File: config.mk
export PLATFORM = sky130hd
export DESIGN_NAME = uart_rx
export DESIGN_NICKNAME = d
export VERILOG_FILES = /design/src/rtl/uart_rx.sv
export SDC_FILE = /design/constraint.sdc
export NUM_CORES = 1
export LEC_CHECK = 0
export CAP_MARGIN = 20
export CELL_PAD_IN_SITES_DETAIL_PLACEMENT = 1
export CELL_PAD_IN_SITES_GLOBAL_PLACEMENT = 1
export CORE_AREA = 2 2 68 70
export DETAILED_ROUTE_END_ITERATION = 10
export DIE_AREA = 0 0 70 72
export GPL_TIMING_DRIVEN = 1
export PLACE_DENSITY_LB_ADDON = 0.1
export RECOVER_POWER = 25
export SETUP_SLACK_MARGIN = 0.15
export SLEW_MARGIN = 20
export SYNTH_ARGS = -nofsm -noshare
export SYNTH_HDL_FRONTEND = slang
export SYNTH_SLANG_ARGS = --single-unit
File: constraint.sdc
create_clock -name clk -period 2.7 [get_ports clk]
set_input_delay 0.405 -clock clk [delete_from_list [all_inputs] [get_ports clk]]
set_output_delay 0.405 -clock clk [all_outputs]
set_load 0.02 [all_outputs]
File: src/rtl/uart_rx.sv
// uart_rx: 8N1 serial receiver with oversampling, one-entry holding
// register (valid/ack), framing-error pulse and sticky overrun flag.
// Build option: define UART_RX_MAJORITY_EN to decide every sample point by a
// 2-of-3 vote around the nominal point (all timing shifts one cycle later).
module uart_rx #(
  parameter int unsigned CLKS_PER_BIT = 16,
  parameter int unsigned SYNC_STAGES  = 2
) (
  input  logic       clk,
  input  logic       rst_n,
  input  logic       rx,
  output logic [7:0] data_out,
  output logic       data_valid,
  input  logic       data_ack,
  output logic       busy,
  output logic       frame_err,
  output logic       overrun
);

  localparam int unsigned H = CLKS_PER_BIT / 2;
  localparam logic [7:0] LAST = 8'(CLKS_PER_BIT - 1);
`ifdef UART_RX_MAJORITY_EN
  // Start decision one cycle late; DATA/STOP inherit the offset from there.
  localparam logic [7:0] START_PT = 8'(H);
`else
  localparam logic [7:0] START_PT = 8'(H - 1);
`endif

  typedef enum logic [2:0] {IDLE, START, DATA, STOP, BREAK} state_t;

  state_t                 state, state_n;
  logic [7:0]             cnt, cnt_n;
  logic [2:0]             bidx, bidx_n;
  logic [7:0]             shift, shift_n;
  logic                   done, ferr;
  logic [SYNC_STAGES-1:0] sync_q;
  logic                   rx_s;
  logic                   smp;

  // Input synchronizer, preset high so reset never looks like a start bit.
  always_ff @(posedge clk or negedge rst_n) begin
    if (!rst_n) sync_q <= '1;
    else        sync_q <= {sync_q[SYNC_STAGES-2:0], rx};
  end

  assign rx_s = sync_q[SYNC_STAGES-1];

`ifdef UART_RX_MAJORITY_EN
  logic rx_d1, rx_d2;

  // Two-deep history of rx_s: at nominal+1, rx_d2/rx_d1/rx_s span the window.
  always_ff @(posedge clk or negedge rst_n) begin
    if (!rst_n) begin
      rx_d1 <= 1'b1;
      rx_d2 <= 1'b1;
    end else begin
      rx_d1 <= rx_s;
      rx_d2 <= rx_d1;
    end
  end

  assign smp = (rx_d2 & rx_d1) | (rx_d2 & rx_s) | (rx_d1 & rx_s);
`else
  assign smp = rx_s;
`endif

  // FSM state, bit timing and shift register.
  always_ff @(posedge clk or negedge rst_n) begin
    if (!rst_n) begin
      state <= IDLE;
      cnt   <= '0;
      bidx  <= '0;
      shift <= '0;
    end else begin
      state <= state_n;
      cnt   <= cnt_n;
      bidx  <= bidx_n;
      shift <= shift_n;
    end
  end

  // Next-state logic: start qualification, data sampling, stop check.
  always_comb begin
    state_n = state;
    cnt_n   = cnt;
    bidx_n  = bidx;
    shift_n = shift;
    done    = 1'b0;
    ferr    = 1'b0;
    case (state)
      IDLE: begin
        if (!rx_s) begin
          state_n = START;
          cnt_n   = '0;
        end
      end
      START: begin
        if (cnt == START_PT) begin
          cnt_n   = '0;
          bidx_n  = '0;
          state_n = smp ? IDLE : DATA;
        end else begin
          cnt_n = cnt + 8'd1;
        end
      end
      DATA: begin
        if (cnt == LAST) begin
          cnt_n         = '0;
          shift_n[bidx] = smp;
          if (bidx == 3'd7) state_n = STOP;
          else              bidx_n  = bidx + 3'd1;
        end else begin
          cnt_n = cnt + 8'd1;
        end
      end
      STOP: begin
        if (cnt == LAST) begin
          cnt_n   = '0;
          done    = smp;
          ferr    = !smp;
          state_n = smp ? IDLE : BREAK;
        end else begin
          cnt_n = cnt + 8'd1;
        end
      end
      BREAK: begin
        if (rx_s) state_n = IDLE;
      end
      default: state_n = IDLE;
    endcase
  end

  assign busy = (state != IDLE);

  // Holding register: accept on empty or simultaneous ack, else flag overrun.
  always_ff @(posedge clk or negedge rst_n) begin
    if (!rst_n) begin
      data_out   <= '0;
      data_valid <= 1'b0;
      frame_err  <= 1'b0;
      overrun    <= 1'b0;
    end else begin
      frame_err <= ferr;
      if (done) begin
        if (data_valid && !data_ack) begin
          overrun <= 1'b1;
        end else begin
          data_out   <= shift;
          data_valid <= 1'b1;
          overrun    <= 1'b0;
        end
      end else if (data_valid && data_ack) begin
        data_valid <= 1'b0;
        overrun    <= 1'b0;
      end
    end
  end

endmodule

==> results.sh <==
export IMPL_timing_fmax_mhz=410.3
export IMPL_critPathLaunch="cnt[5]"
export IMPL_synth_edff_count=0
export IMPL_finalHoldViolCount=0
export IMPL_synth_seq_cells=35
export IMPL_seq_area_frac_synth=0.5212
export IMPL_tightestPinTransition_ns=1.876
export IMPL_coreArea_um2=4264
export IMPL_antenna_found_initial=0
export IMPL_areaGrowthSynthToFinish_pct=18.41
export IMPL_cts_root_buf="clkbuf_8"
export IMPL_synth_largest_area_cell="dfrtp_1"
export IMPL_cts_sinks=35
export IMPL_gp_congestion=0.7628
export IMPL_cts_buffers=5
export IMPL_dr_first_iter_drc_count=67
export IMPL_rsz0062_at_grt="no"
export IMPL_routed_wl_um=3807
export IMPL_startpoint_type="register"
export IMPL_fillers=473
export IMPL_vias_per_cell=5.468
export IMPL_yosys_warnings=0
export IMPL_dieArea_um2=5040
export IMPL_drive_gt1_frac=0.1989
export IMPL_tns_ns=0
export IMPL_wl_per_cell_um=16.34
export IMPL_yosysMostFrequentCell="dfrtp_1"
export IMPL_power_density_nw_per_um2=682.1
export IMPL_r2r_setup_slack_ns=0.26
export IMPL_violations="max-capacitance violations, max-slew violations"
export IMPL_cts_hold_buf=0
export IMPL_h_tree_depth=2
export IMPL_clk_pin_slew_worst_paths_ns=0.07
export IMPL_synth_cell_type_count=36
export IMPL_grt_pass1_wl_um=6755
export IMPL_fin_crit_ns=2.437
export IMPL_grt_max_degree=36
export IMPL_grtUsageTotal=0.1707
export IMPL_cp_arrival_ns=2.61
export IMPL_numPortBuffers=15
export IMPL_diodes=0
export IMPL_synthesis_nets=165
export IMPL_grt_pass1_vias=1397
export IMPL_finalCritPeriodShare=0.9027
export IMPL_regToRegEndpoint="data_out[0]"
export IMPL_clk_latency_ns=0.28
export IMPL_cpMaxStageDelayCell="or4_1"
export IMPL_synthArstFlopShare=1.000
export IMPL_relSlewSlack=-0.2507
export IMPL_cts_tree="yes"
export IMPL_die_x_um=70
export IMPL_vias=1274
export IMPL_synthCells=158
export IMPL_overflow=0
export IMPL_endpoint="data_out[0]"
export IMPL_clock_path_buffers=2
export IMPL_min_path_type="reg2reg"
export IMPL_final_antenna_net_count=0
export IMPL_status="finished, violations left"
export IMPL_design_area_um2=1996
export IMPL_leakage_nw=0.8921
export IMPL_cts_setup_buffers=0
export IMPL_ios=16
export IMPL_cp_max_fo=8
export IMPL_irDropWorstVdd_v=0.0003567
export IMPL_nets=187
export IMPL_synth_area_per_cell_um2=10.67
export IMPL_drv_cap=1
export IMPL_path_class="reg2reg"
export IMPL_initial_utilization=0.3952
export IMPL_cts_resized=0
export IMPL_synth_area_um2=1685
export IMPL_die_y_um=72
export IMPL_clock_skew_ns=0.003044
export IMPL_path_cells="or4_1 > or4_4 > a21oi_4 > mux2_2"
export IMPL_r2r_start="cnt[5]"
export IMPL_worstSetupEndpointType="register"
export IMPL_drc=0
export IMPL_synth_commonest_cells="dfrtp_1 (33), nand2_1 (23), mux2_2 (17), o21ai_0 (10), nor2_1 (9)"
export IMPL_synth_flop_cell="dfrtp_1"
export IMPL_setup_violations_final=0
export IMPL_reg2reg_depth=4
export IMPL_cp_slowest_stage_delay_ns=0.60
export IMPL_first_pass_iters=4
export IMPL_synth_top_area_frac=0.4900
export IMPL_required_ns=2.87
export IMPL_num_rows=24
export IMPL_multi_input_area_um2=760.7
export IMPL_placed_cell_area_um2=1914
export IMPL_hpwl_um=2775
export IMPL_seq_area_um2=878.3
export IMPL_synth_top_cells_by_area="dfrtp_1 (49%), mux2_2 (11%), nand2_1 (5.1%)"
export IMPL_drv_slew=36
## how the worst min path moves through the flow
stage                         start   endpoint  slack (ns)  cells after the start
final                     sync_q[0]  sync_q[1]        0.36                      0
after global routing      sync_q[0]  sync_q[1]        0.37                      0
after CTS                 sync_q[0]  sync_q[1]        0.36                      0
after detailed placement  sync_q[0]  sync_q[1]        0.35                      0
after global placement    sync_q[0]  sync_q[1]        0.35                      0
after floorplan               rst_n    bidx[0]        0.11                      0
## registers in the layout, indices dropped and copies added, names as in the netlist
register,flops
bidx,3
cnt,8
data_out,8
data_valid,1
frame_err,1
overrun,1
shift,8
state,3
sync_q,2
## cell families after synthesis
group	count (synthesis)	synth area share
adders and majority gates	3	0.02227
xor gates and xnor gates	1	0.005198
muxes	21	0.1373
AOI/OAI and AO/OA	26	0.1025
DFF	35	0.5212
and+or+nand+nor	62	0.1841
buffers and inverters	10	0.02746
## stage by stage
step / instances / setup slack (ns) / power, mW / utilization / hold WS [ns]
final: 233 / 0.2627 / 1.361 / 0.4680 / 0.3577
after global placement: 225 / 0.3294 / 0.9833 / 0.4489 / 0.3504
after global routing: 233 / 0.1110 / 1.453 / 0.4680 / 0.3657
after CTS: 233 / 0.2616 / 1.387 / 0.4689 / 0.3603
after floorplan: 158 / 0.3674 / 0.8836 / - / 0.1094
after detailed placement: 225 / 0.2695 / 1.012 / 0.4489 / 0.3496
## critical path: cells and delay by family (launching register included)
family / cells / cell delay [ns]
mux: 1 / 0.38
simple gates: 2 / 1.20
flops: 1 / 0.45
compound gates: 1 / 0.28
## power breakdown
group	switching [mW]	leakage [nW]	internal [mW]
Clock	0.185	0.0412	0.180
Combinational	0.199	0.383	0.139
Sequential	0.0774	0.468	0.581
Total	0.461	0.892	0.900
## layer usage
layer | up-vias | routed length (um) | GRT usage
met4 | 0 | 63 | 0.05983
met5 | - | 0 | 0
li1 | 612 | - | -
met3 | 6 | 122 | 0.04167
met2 | 22 | 1894 | 0.2942
met1 | 634 | 1726 | 0.2110
## cell type report
cell class | count | area share
Sequential cell | 35 | 0.4401
Multi-Input combinational cell | 113 | 0.3812
Clock inverter | 2 | 0.006270
Inverter | 4 | 0.007524
Clock buffer | 6 | 0.03636
Tap cell | 52 | 0.03260
Timing Repair Buffer | 21 | 0.09593
## cell usage in the layout (no fill, tap or decap), drive strengths merged, types with 2 or more instances in the layout
cell,instances
nand3,7
a311oi,2
a21oi,5
nand2,23
ha,3
nor4,2
clkdlybuf4s50,14
o211ai,4
inv,4
o21ai,10
or4,2
dfstp,2
mux2i,4
nor2,9
nor3,8
clkbuf,7
nor3b,3
mux2,17
buf,5
dfrtp,33
Power figures use the tool's default switching activity.
==> RTL edit 1: new RTL, same settings <==
`SYNC_STAGES`: 2 -> 4.
--- a/src/rtl/uart_rx.sv
+++ b/src/rtl/uart_rx.sv
@@ -4,7 +4,7 @@
 // 2-of-3 vote around the nominal point (all timing shifts one cycle later).
 module uart_rx #(
   parameter int unsigned CLKS_PER_BIT = 16,
-  parameter int unsigned SYNC_STAGES  = 2
+  parameter int unsigned SYNC_STAGES  = 4
 ) (
   input  logic       clk,
   input  logic       rst_n,
Behaviour: not the same (a bounded check fails within 4 cycles, from zero or initial values and one cycle with rst_n low).
==> RTL edit 1 against the unedited design <==
  * Final area rose by 2.2%
  * Largest cell class unchanged
  * Count of clock-buffer cells in the layout did not move
  * Area after synthesis rose by 1.8%
  * Setup slack improved by 0.30 ns
  * The run still ends with capacitance limit, slew limit left
  * Sequential cell count rose by 2
  * Critical path depth fell by 1
  * Power rose by 7.6%
  * Combinational power fell by 18%
  * Wire length rose by 1.1%
  * Critical endpoint is now bidx[0]$_DFFE_PN0P_
  * Highest routed layer unchanged
==> RTL edit 1: results (changes against the unedited design) <==
The run gives 2 (unchanged) as the H-tree depth. Largest cells by area after synthesis: dfrtp_1 48%, mux2_2 11%, dfstp_2 6.1% (was dfrtp_1 49%, mux2_2 11%, nand2_1 5.1%). The tools report the overall fraction of global-route tracks in use as 0.172 (was 0.171). The vias after detailed routing is 1,252 (was 1,274). The max-capacitance violation count is 1 (unchanged), and the max-slew violation count is 38 (was 36).

The leakage power summed over all cells is 0.000925 uW (was 0.000892 uW), and the fraction of registers with async set or reset after synthesis is 1.00 (unchanged). The maximum fanout along the worst path is 6 (was 8). The worst vdd rail ir drop was 0.000402 V (was 0.000357 V). The synthesized area divided by synthesized cell count came out at 11.0 um^2 (was 10.7 um^2). The run gives 0 (unchanged) as the post-route DRC violation count.

The run gives 220 (was 225) as the cell count after placement. The run gives 0.588 ns (was 0.270 ns) as the worst setup slack before clock tree synthesis. The detailed placement HPWL came out at 2700 um (was 2780 um). The wire length per cell after detailed routing is 16.9 um (was 16.3 um), and the longest individual stage delay on the worst path is 0.66 ns (was 0.60 ns). The tools report the DRC marker count from the first detailed-route iteration as 46 (was 67). The later pin in the worst-skew pair is clocked with a latency of 0.29 ns. The logs give 0.820 (was 0.763) for the weighted congestion at the end of routability-driven global placement and 1920 um^2 (was 1910 um^2) for the total cell area at the placement stage. The worst-case headroom to the max-slew limit was -0.312 (was -0.251). The number of unique standard cell types used by synthesis is 38 (was 36), and the fraction of layout instances using a drive strength above 1 is 0.199 (about the same). The tools report the clock tree skew after final layout as 0.00552 ns (was 0.00304 ns).

Violations in the final reports: capacitance limit, slew limit (unchanged). The flow ran to the end, but the final reports show violations. The arithmetic-cell share of the synthesized area counting full adders, half adders and majority gates was 0.0219 (was 0.0223); the fraction of synthesized area in multiplexers was 0.147 (was 0.137).

Share of the synthesized netlist area taken by xor and xnor gates: 0.00511 (was 0.00520). The compound-gate portion of the synthesized area came out at 0.0773 (was 0.102). Register area share after synthesis: 0.543 (was 0.521).

The wire length of the first global-routing pass is 6660 um (was 6760 um), and the arrival time of data at the critical path endpoint is 2.32 ns (was 2.61 ns). The final cell count without fillers came out at 228 (was 233). For the pin count of the biggest net entering global routing, the log shows 38 (was 36). Ranking of synthesized cells by instance count: 33 x dfrtp_1, 19 x nand2_1, 16 x mux2_2 (was 33 x dfrtp_1, 23 x nand2_1, 17 x mux2_2). The tools report the total number of nets in the final design as 182 (was 187).

The run gives 163 (was 165) as the total nets after synthesis.
-- RTL edit 1: cell types whose count changed after synthesis, moves of 3 or more --
cell      before  now
a31oi_1        0    4
inv_1          4    8
nand2_1       23   19
nor2_1         9   12
nor3_1         8    1
o211ai_1       4    0
o21ai_0       10    4
-- RTL edit 1: cell type report --
class | instances | area (um^2)
Clock inverter | 2 | 37.5
Fill cell | 463 | 2220
Multi-Input combinational cell | 106 | 734
Timing Repair Buffer | 17 | 159
Clock buffer | 6 | 82.6
Tap cell | 52 | 65.1
Sequential cell | 37 | 931
Inverter | 8 | 30.0
-- RTL edit 1: layer usage --
layer | vias up | part of all wire | global-route usage
li1 | 598 | - | -
met1 | 625 | 0.46 | 0.213
met2 | 23 | 0.49 | 0.292
met3 | 6 | 0.033 | 0.0486
met4 | 0 | 0.014 | 0.0556
met5 | - | 0 | 0
-- RTL edit 1: final timing paths --
check	from	end	slack, ns	depth (start not counted)
min in group asynchronous	rst_n	state[2]$_DFFE_PN0P_	0.65	1
max reg2reg	cnt[5]$_DFFE_PN0P_	bidx[0]$_DFFE_PN0P_	0.56	3
min	sync_q[1]$_DFF_PN1_	sync_q[2]$_DFF_PN1_	0.36	0
min reg2reg	sync_q[1]$_DFF_PN1_	sync_q[2]$_DFF_PN1_	0.36	0
max	cnt[5]$_DFFE_PN0P_	bidx[0]$_DFFE_PN0P_	0.56	3
max in group asynchronous	rst_n	shift[2]$_DFFE_PN0P_	0.91	1
-- RTL edit 1: power breakdown --
group	switching, uW	total, uW	leakage [uW]	internal (uW)
registers	75.0	678	0.000494	603
clock network	207	508	0.0000574	300
logic	158	278	0.000373	120
total	441	1460	0.000925	1020
-- RTL edit 1: worst reg2reg max path: stages (launching register included) --
cell,delay (ns)
dfrtp_1,0.44
or4_1,0.66
or4_4,0.60
mux2_1,0.33
==> RTL edit 2: new RTL, config.mk and constraints unchanged <==
Without the edit above. Add an input register stage for `rx`, with the module's reset; this delays it by one clock. The other inputs are not delayed to match.
--- a/src/rtl/uart_rx.sv
+++ b/src/rtl/uart_rx.sv
@@ -28,6 +28,16 @@
 
   typedef enum logic [2:0] {IDLE, START, DATA, STOP, BREAK} state_t;
 
+  logic rx_q;
+
+  always_ff @(posedge clk or negedge rst_n) begin
+    if (!rst_n) begin
+      rx_q <= '0;
+    end else begin
+      rx_q <= rx;
+    end
+  end
+
   state_t                 state, state_n;
   logic [7:0]             cnt, cnt_n;
   logic [2:0]             bidx, bidx_n;
@@ -40,7 +50,7 @@
   // Input synchronizer, preset high so reset never looks like a start bit.
   always_ff @(posedge clk or negedge rst_n) begin
     if (!rst_n) sync_q <= '1;
-    else        sync_q <= {sync_q[SYNC_STAGES-2:0], rx};
+    else        sync_q <= {sync_q[SYNC_STAGES-2:0], rx_q};
   end
 
   assign rx_s = sync_q[SYNC_STAGES-1];
Check against the original RTL: not equivalent (a bounded check fails within 4 cycles, from zero or initial values and one cycle with rst_n low).
==> RTL edit 2 against the unedited design <==
  * Count of clock-buffer cells in the layout up 1
  * Utilization up 0.79 points
  * Synthesized cell count down 7.6%
  * Area after synthesis up 1.5%
  * Power up 19%
  * Setup slack better by 0.29 ns
  * Sequential share of layout area up 0.50 points
  * Final area up 1.7%
  * Register-to-register slack better by 0.36 ns
  * Cell count down 7.3%
  * Maximum frequency up 14%
  * Worst hold slack better by 0.0036 ns
  * Wire length down 4.7%
  * Sequential cell count up 1
==> RTL edit 2: results (changes against the unedited design) <==
The run finished with clean final reports. The logs give 521 uW (was 461 uW) for the net switching power and 0.164 (was 0.171) for the overall fraction of global-route tracks in use. Family of cells with the greatest summed delay on the critical path: buffers and inverters (was simple AND/OR/NAND/NOR gates).

Leakage power summed over all cells: 0.000909 uW (was 0.000892 uW). The tools report the internal reg-to-reg setup slack as 0.62 ns (was 0.26 ns). The maximum fanout along the worst path was 13 (was 8). Arrival time of data at the critical path endpoint: 1.74 ns (was 2.61 ns). The logs give 37 (was 36) for the pin count of the biggest net entering global routing and 461 (was 473) for the total of fill cells in the finished design. The tools report the register area share after synthesis as 0.528 (was 0.521). The clock tree skew after final layout is 0.00920 ns (was 0.00304 ns), and the fraction of synthesized area in multiplexers is 0.117 (was 0.137).

The total number of nets in the final design was 170 (was 187). Largest cells by area after synthesis: dfrtp_1 50%, mux2_2 11%, dfstp_2 3.1% (was dfrtp_1 49%, mux2_2 11%, nand2_1 5.1%). The share of the synthesized netlist area taken by xor and xnor gates was 0.00512 (was 0.00520). The cell with the largest stage delay on the worst path was clkdlybuf4s50_1 (was or4_1). The run gives 153 (was 165) as the total nets after synthesis. The clock reaches the later pin of the worst-skew pair after 0.29 ns. The arithmetic-cell share of the synthesized area counting full adders, half adders and majority gates was 0.0219 (was 0.0223). The run gives 0 ns (unchanged) as the final-layout setup total negative slack. The sum of routed wire length over all layers is 3630 um (was 3810 um). The detail-routed via count per cell is 5.55 (was 5.47). The worst vdd rail ir drop is 0.000406 V (was 0.000357 V). Detailed placement HPWL: 2490 um (was 2780 um). The fraction of layout instances using a drive strength above 1 was 0.213 (was 0.199); the reported sequential group power was 728 uW (was 658 uW).

Ranking of synthesized cells by instance count: 34 x dfrtp_1, 16 x mux2_2, 10 x nor2_1 (was 33 x dfrtp_1, 23 x nand2_1, 17 x mux2_2). The DRC marker count from the first detailed-route iteration was 68 (was 67); the longest individual stage delay on the worst path was 0.54 ns (was 0.60 ns). The tools report the number of global-route vias before repair as 1,275 (was 1,397).

The number of unique standard cell types used by synthesis is 43 (was 36), and the wire length of the first global-routing pass is 6540 um (was 6760 um). The weighted congestion at the end of routability-driven global placement came out at 0.770 (was 0.763).
RTL edit 2: final cells by class:
type,instances,area (um^2),share of cell area
inverter,8,30.0,0.0148
timing repair buffer,16,155,0.0764
clock buffer,7,96.3,0.0475
multi-input combinational,96,749,0.369
clock inverter,1,30.0,0.0148
tap,52,65.1,0.0321
sequential,36,903,0.445
RTL edit 2: stage by stage:
| step | setup WS, ns | instance area (um^2) | cells | power (uW) | hold WS (ns) |
|---|---|---|---|---|---|
| floorplan | 0.867 | 1710 | 146 | 997 | 0.109 |
| detailed placement | 0.685 | 1910 | 208 | 1110 | 0.343 |
| global placement | 0.739 | 1910 | 208 | 1090 | 0.343 |
| global route | 0.485 | 2030 | 216 | 1730 | 0.368 |
| CTS | 0.545 | 2030 | 216 | 1640 | 0.363 |
| finish | 0.555 | 2030 | 216 | 1620 | 0.361 |
RTL edit 2: worst paths after layout:
kind / start / endpoint / cells after the start
worst min-delay path: sync_q[0]$_DFF_PN1_ / sync_q[1]$_DFF_PN1_ / 0
worst max register to register: bidx[0]$_DFFE_PN0P_ / bidx[0]$_DFFE_PN0P_ / 6
max in group asynchronous: rst_n / bidx[1]$_DFFE_PN0P_ / 2
min in group asynchronous: rst_n / bidx[0]$_DFFE_PN0P_ / 2
worst max-delay path: state[0]$_DFFE_PN0P_ / busy / 2
worst min register to register: sync_q[0]$_DFF_PN1_ / sync_q[1]$_DFF_PN1_ / 0
RTL edit 2: layer usage:
metal / part of all wire / wire (um) / vias to the layer above / track usage
met5: 0 / 0 / - / 0
met4: 0.018 / 64 / 0 / 0.0513
met3: 0.034 / 123 / 9 / 0.0486
met2: 0.45 / 1620 / 19 / 0.240
met1: 0.50 / 1820 / 601 / 0.235
li1: - / - / 570 / -
